File: src/rtl/fifo_wr_arbiter.sv
// rtl/fifo_wr_arbiter.sv - round-robin two-producer arbiter for the FIFO write port with bounded bursts.
// Optional per-producer word and stall counters when FIFO_ARB_STATS_EN is defined.
module fifo_wr_arbiter #(
    parameter int DATA_W    = 16,
    parameter int BURST_MAX = 4,
    parameter int BCNT_W    = 8
) (
    input  logic              clk,
    input  logic              rst,
    input  logic              req_a,
    input  logic [DATA_W-1:0] data_a,
    output logic              ack_a,
    input  logic              req_b,
    input  logic [DATA_W-1:0] data_b,
    output logic              ack_b,
    output logic              grant_a,
    output logic              grant_b,
    input  logic              fifo_full,
    output logic              fifo_wr_en,
    output logic [DATA_W-1:0] fifo_data
`ifdef FIFO_ARB_STATS_EN
    ,
    output logic [15:0]       words_a,
    output logic [15:0]       words_b,
    output logic [15:0]       stall_cnt
`endif
);

    typedef enum logic [1:0] {IDLE, GNT_A, GNT_B} state_t;

    localparam logic [BCNT_W-1:0] BURST_LAST = BCNT_W'(BURST_MAX - 1);

    state_t            state, state_nxt;
    logic [BCNT_W-1:0] bcnt, bcnt_nxt;
    logic              last_b, last_b_nxt;

    assign grant_a    = (state == GNT_A);
    assign grant_b    = (state == GNT_B);
    assign ack_a      = grant_a & req_a & ~fifo_full;
    assign ack_b      = grant_b & req_b & ~fifo_full;
    assign fifo_wr_en = ack_a | ack_b;
    assign fifo_data  = grant_b ? data_b : data_a;

    always_ff @(posedge clk or posedge rst) begin
        if (rst) begin
            state  <= IDLE;
            bcnt   <= '0;
            last_b <= 1'b1;
        end else begin
            state  <= state_nxt;
            bcnt   <= bcnt_nxt;
            last_b <= last_b_nxt;
        end
    end

    always_comb begin
        state_nxt  = state;
        bcnt_nxt   = bcnt;
        last_b_nxt = last_b;
        case (state)
            IDLE: begin
                // On a tie, the producer that did not hold the port last wins.
                if (req_a && (!req_b || last_b)) begin
                    state_nxt  = GNT_A;
                    bcnt_nxt   = '0;
                    last_b_nxt = 1'b0;
                end else if (req_b) begin
                    state_nxt  = GNT_B;
                    bcnt_nxt   = '0;
                    last_b_nxt = 1'b1;
                end
            end
            GNT_A: begin
                if (!req_a || (ack_a && bcnt == BURST_LAST)) begin
                    bcnt_nxt = '0;
                    if (req_b) begin
                        state_nxt  = GNT_B;
                        last_b_nxt = 1'b1;
                    end else if (!req_a) begin
                        state_nxt = IDLE;
                    end
                end else if (ack_a) begin
                    bcnt_nxt = bcnt + 1'b1;
                end
            end
            GNT_B: begin
                if (!req_b || (ack_b && bcnt == BURST_LAST)) begin
                    bcnt_nxt = '0;
                    if (req_a) begin
                        state_nxt  = GNT_A;
                        last_b_nxt = 1'b0;
                    end else if (!req_b) begin
                        state_nxt = IDLE;
                    end
                end else if (ack_b) begin
                    bcnt_nxt = bcnt + 1'b1;
                end
            end
            default: begin
                state_nxt = IDLE;
                bcnt_nxt  = '0;
            end
        endcase
    end

`ifdef FIFO_ARB_STATS_EN
    logic stall;
    assign stall = ((grant_a & req_a) | (grant_b & req_b)) & fifo_full;

    // All three counters saturate rather than wrap.
    always_ff @(posedge clk or posedge rst) begin
        if (rst) begin
            words_a   <= '0;
            words_b   <= '0;
            stall_cnt <= '0;
        end else begin
            if (ack_a && words_a != 16'hFFFF)
                words_a <= words_a + 16'd1;
            if (ack_b && words_b != 16'hFFFF)
                words_b <= words_b + 16'd1;
            if (stall && stall_cnt != 16'hFFFF)
                stall_cnt <= stall_cnt + 16'd1;
        end
    end
`endif

endmodule

File: config.mk
export PLATFORM = sky130hd
export DESIGN_NAME = fifo_wr_arbiter
export DESIGN_NICKNAME = d
export VERILOG_FILES = /design/src/rtl/fifo_wr_arbiter.sv
export SDC_FILE = /design/constraint.sdc
export NUM_CORES = 1
export LEC_CHECK = 0
export CAP_MARGIN = 15
export CORE_MARGIN = 5
export CORE_UTILIZATION = 37
export CTS_CLUSTER_DIAMETER = 30
export DETAILED_ROUTE_END_ITERATION = 10
export MAX_ROUTING_LAYER = met4
export PLACE_DENSITY = 0.86
export SYNTH_ARGS = -nofsm -noshare
export SYNTH_HDL_FRONTEND = slang
export SYNTH_SLANG_ARGS = --single-unit
File: constraint.sdc
create_clock -name clk -period 2.8 [get_ports clk]
set_clock_uncertainty 0.2 [all_clocks]
set_input_delay 0.84 -clock clk [delete_from_list [all_inputs] [get_ports clk]]
set_output_delay 0.84 -clock clk [all_outputs]
set_load 0.03 [all_outputs]
Word level (Yosys, flattened, before mapping)
Index checks and enable logic that the tools add are counted.
{ "classes": {"addsub": 1, "n_mul": 0, "div": 0, "magnitude_cmp": 0, "eq_ne": 11, "shifts": 0, "mux": 23, "bitwise_logic": 6, "n_reduce_logical": 13} }
{ "op_table": {"columns": ["cell", "count"], "rows": [
  ["$mux W8", 6],
  ["$pmux W8 S3", 1],
  ["$mux W16", 1],
  ["$mux W2", 8],
  ["$ne A3 B3 Y1 const B", 3],
  ["$add A8 B1 Y8 const B", 1],
  ["$eq A8 B2 Y1 const B", 1],
  ["$ne A3 B2 Y1 const B", 2],
  ["$pmux W2 S3", 1],
  ["$mux W1", 5],
  ["$reduce_and A5 Y1", 1],
  ["$and A1 B1 Y1", 4],
  ["$ne A2 B1 Y1 const B", 2],
  ["$reduce_and A4 Y1", 1],
  ["$logic_and A1 B1 Y1", 3],
  ["$logic_or A1 B1 Y1", 3],
  ["$pmux W1 S3", 1],
  ["$reduce_and A3 Y1", 1],
  ["$reduce_bool A3 Y1", 1],
  ["$eq A2 B1 Y1 const B", 1],
  ["$eq A2 B2 Y1 const B", 1],
  ["$logic_not A1 Y1", 2],
  ["$logic_not A2 Y1", 1],
  ["$ne A2 B2 Y1 const B", 1],
  ["other kinds (2)", 2]
]} }
{ "totals": {"regBits": 11, "latch_bits": 0, "ram_bits": 0, "mem_bits_ro": 0, "inputBits": 37, "output_inout_bits": 21, "wordCells": 57, "memories": 0} }

Logic depth before layout (Yosys ltp)
{ "logic_depth": {"ltp_word": 7, "mapped_depth": 6, "ltp_nobuf": 6} }

Worst setup path before layout
OpenSTA, ideal clock, no wires.
{ "synth_timing": {"path_type": "reg-to-output", "from": "reg state[0]", "to": "out fifo_wr_en", "arrival_ns": 2.089, "t_required_ns": 1.760, "setup_slack_ns": -0.329, "path_stages_with_launch": 7, "n_path_buf": 2, "path_cell_list": "dfrtp_1 inv_1 ha_1 buf_2 buf_1 nand2_1 a21oi_1"} }
{ "synth_between": {"elab_chain_len": 4, "elab_cells_between_ends": 7, "classes_between": "eq/ne (2); bitwise (5)"} }
{ "synth_rtl": {"columns": ["element", "line_no", "rtl"], "rows": [
  ["start, declared", "33", "state_t state, state_nxt;"],
  ["start signal, assigned", "50", "state <= state_nxt;"],
  ["$eq A2 B2 Y1", "38", "assign grant_b = (state == GNT_B);"],
  ["net grant_b", "17", "output logic grant_b,"],
  ["$and A1 B1 Y1 (2 in series)", "40", "assign ack_b = grant_b & req_b & ~fifo_full;"],
  ["$or A1 B1 Y1", "41", "assign fifo_wr_en = ack_a | ack_b;"],
  ["end, declared", "19", "output logic fifo_wr_en,"]
]} }
The timed path passes the listed nets, and every way through them passes these cells.

Final worst setup path
{ "layout_timing": {"from": "in fifo_full", "to": "out ack_a"} }
{ "layout_between": {"elab_chain_len": 2} }
{ "layout_rtl": {"columns": ["element", "line_no", "rtl"], "rows": [
  ["start, declared", "18", "input logic fifo_full,"],
  ["$not A1 Y1", "39", "assign ack_a = grant_a & req_a & ~fifo_full;"],
  ["$and A1 B1 Y1", "39", null],
  ["end, declared", "12", "output logic ack_a,"]
]} }
No other way between the ends.

==> flow_metrics.tcl <==
set metrics [dict create \
    p_leak_uw 0.000732 \
    grt_first_pass_wirelength_um 5310 \
    synthFlopType "dfrtp_1" \
    setup_tns_ps 0 \
    area_growth_pct 72.5 \
    clockRootBuffer "clkbuf_4" \
    via_per_inst 5.27 \
    worst-r2r-setup-slack_ps 570 \
    hp-class "register to register" \
    worst_pin_slew_ps 442 \
    io_buffers 57 \
    cp_slowest_cell "clkdlybuf4s50_1" \
    drv.max_cap_violation_count 0 \
    relSlewSlack_pct 70.5 \
    core.rowCount 18 \
    detail-route-antenna-nets 0 \
    critPathLaunchType "input pin" \
    syn_nets 139 \
    cp_common_cell "buf_4" \
    antenna_found_initial 0 \
    dieWidth_um 61.0 \
    drc 0 \
    drt-pass1-iter-count 4 \
    yosys_warnings 0 \
    fmax_mhz 363 \
    placed_cells 192 \
    irDropWorstVdd_v 0.000575 \
    cts_buffers 3 \
    fin_util_pct 67.1 \
    initialDrtViolationCount 39 \
    arrival_ps 1720 \
    initial_utilization_pct 38.9 \
    critPathKind "input pin to output port" \
    hold_viol_final 0 \
    cp-end-kind "output port" \
    routedWlPerCell_um 17.4 \
    yosysUniqueCellTypes 37 \
    grt_pass1_vias 1105 \
    grt_max_degree 22 \
    nets 211 \
    cts.clk_slew.worst_paths_ps 70 \
    ys_ff_latch 11 \
    multi_input_area_sq_um 666 \
    synth_edf_count 0 \
    syn_area_sq_um 963 \
    crit_path_max_incr_delay_ps 430 \
    gp_congestion 0.781 \
    hold_depth 1 \
    htreeDepth 1 \
    fin_cells 198 \
    status "finished clean" \
    worstReg2RegStart "state[0]$_DFFE_PP0P_" \
    worstHoldStart "bcnt[1]$_DFFE_PP0P_" \
    yosysSeqAreaShare_pct 28.7 \
    gr-total-overflow 0 \
    final-seq-area_sq_um 277 \
    hpwl_um 2890 \
    pin_count 58 \
    clkSinkCount 11 \
    fin_crit_ps 2760 \
    cp_cell_sequence "clkdlybuf4s50_1 > buf_4 > nor2_1 > buf_4" \
    cp.required_ps 1760 \
    period_share_pct 98.5 \
    n_fill_cell 188 \
    r2r_end "bcnt[7]$_DFFE_PP0P_" \
    core_area_sq_mm 0.00248 \
    cts_tree "done" \
    p_per_area_mw_per_mm2 763 \
    drv_slew 0 \
    worstPathMaxFanout 6 \
    die_area_sq_mm 0.00372 \
    synth_cells 97 \
    min_to "bcnt[1]$_DFFE_PP0P_" \
    diodes 0 \
    final-setup-viol-count 0 \
    die_y_um 61.0 \
    whs_ps 344 \
    clk_latency_ps 270 \
    postSynth.asyncResetShare_pct 100 \
    vias 1043 \
    cts.path.max_buffers 2 \
    grt_util_all_layers_pct 20.0 \
    drt-total-wl_um 3440 \
    worst_r2r_path_depth 6 \
    syn_avg_cell_area_sq_um 9.93 \
    layout-drive-gt1-share_pct 39.9 \
]
-- placed cells by master, fill, tap and decap left out, types with 3 or more instances in the layout --
cell type        netlist  routed
clkdlybuf4s50_1        0      35
nand2_1                7       5
nand3_1                3       3
dfrtp_1               10      10
inv_1                  4       4
mux2i_1                3       3
a22o_1                 3       3
nor3_1                 3       3
a21oi_1                6       5
ha_1                   5       4
mux2_2                18      18
buf_4                  0      30
nor2_1                 5       4
clkbuf_4               0       3
-- layer usage --
metal | GRT usage (%) | part of all wire (%)
met1 | 18.6 | 36
met2 | 42.0 | 62
met3 | 2.73 | 1.3
met4 | 4.02 | 1.4
met5 | - | 0
-- logic make-up (layout without fill, tap and decap cells) --
group                      count (synthesis)  after routing  synth area share (%)
muxes                                     22             22                  25.3
DFF                                       11             11                  28.7
and+or+nand+nor                           27             27                  15.2
buffers and inverters                      7             78                  3.63
AOI/OAI and AO/OA                         24             24                  19.7
adders and majority gates                  5              5                  6.49
xor gates and xnor gates                   1              1                 0.909
-- worst max path at each step --
| stage | from | endpoint | cells after the start |
|---|---|---|---|
| after floorplan | state[0]$_DFFE_PP0P_ | fifo_wr_en | 6 |
| after global placement | fifo_full | state[0]$_DFFE_PP0P_ | 5 |
| after detailed placement | fifo_full | state[0]$_DFFE_PP0P_ | 5 |
| after CTS | req_a | fifo_wr_en | 4 |
| after global routing | state[0]$_DFFE_PP0P_ | fifo_data[6] | 5 |
| final | fifo_full | ack_a | 4 |
-- final cells by class --
type | count | share of cell area [%]
clock buffer | 4 | 1.58
inverter | 4 | 0.904
multi-input combinational | 79 | 40.1
sequential | 11 | 16.6
tap | 30 | 2.26
timing repair buffer | 70 | 38.6
-- critical path, delay by kind of cell --
family	cells	cell delay, ps
simple gates	1	100
buf+inv	3	770
-- Yosys cell counts, types with 2 or more instances --
cell type  count  area share, %
a31oi_1        2            1.3
ha_1           5            6.5
nand3_1        3            1.6
dfrtp_1       10             26
nand2_1        7            2.7
mux2i_1        3            3.1
inv_1          4            1.6
or4_4          2            2.3
nor2_1         5            1.9
nor2b_1        2            1.3
nor3_1         3            1.6
mux2_2        18             21
o21ai_0        2            1.0
a22o_1         3            2.7
a21oi_1        6            3.1
-- state kept, by name, indices dropped and copies added, names as in the netlist --
| register | cells |
|---|---|
| bcnt | 8 |
| state | 2 |
| last_b | 1 |
-- power by group --
part           internal (uW)  leakage [uW]  switching, uW
clock                   55.3     0.0000150           54.5
sequential               193      0.000147           26.2
combinational            448      0.000570            491
-- through the flow --
stage / area [sq um] / power, uW / worst slack (ps)
5_1_grt: 1660 / 1330 / -0.987
6_report: 1660 / 1270 / 42.0
3_3_place_gp: 1610 / 1110 / -45.2
4_1_cts: 1630 / 1250 / 6.62
2_1_floorplan: 973 / 815 / 72.0
3_5_place_dp: 1610 / 1140 / -84.7
-- repair_timing --
item	in CTS	in global routing
pin swaps	0	1
endpoints found under the setup margin	1	19
setup buffers	0	2
gates resized for setup	1	5
cloned	0	0
hold buffers	0	0
Note: power is estimated with default switching activity, not from simulation.
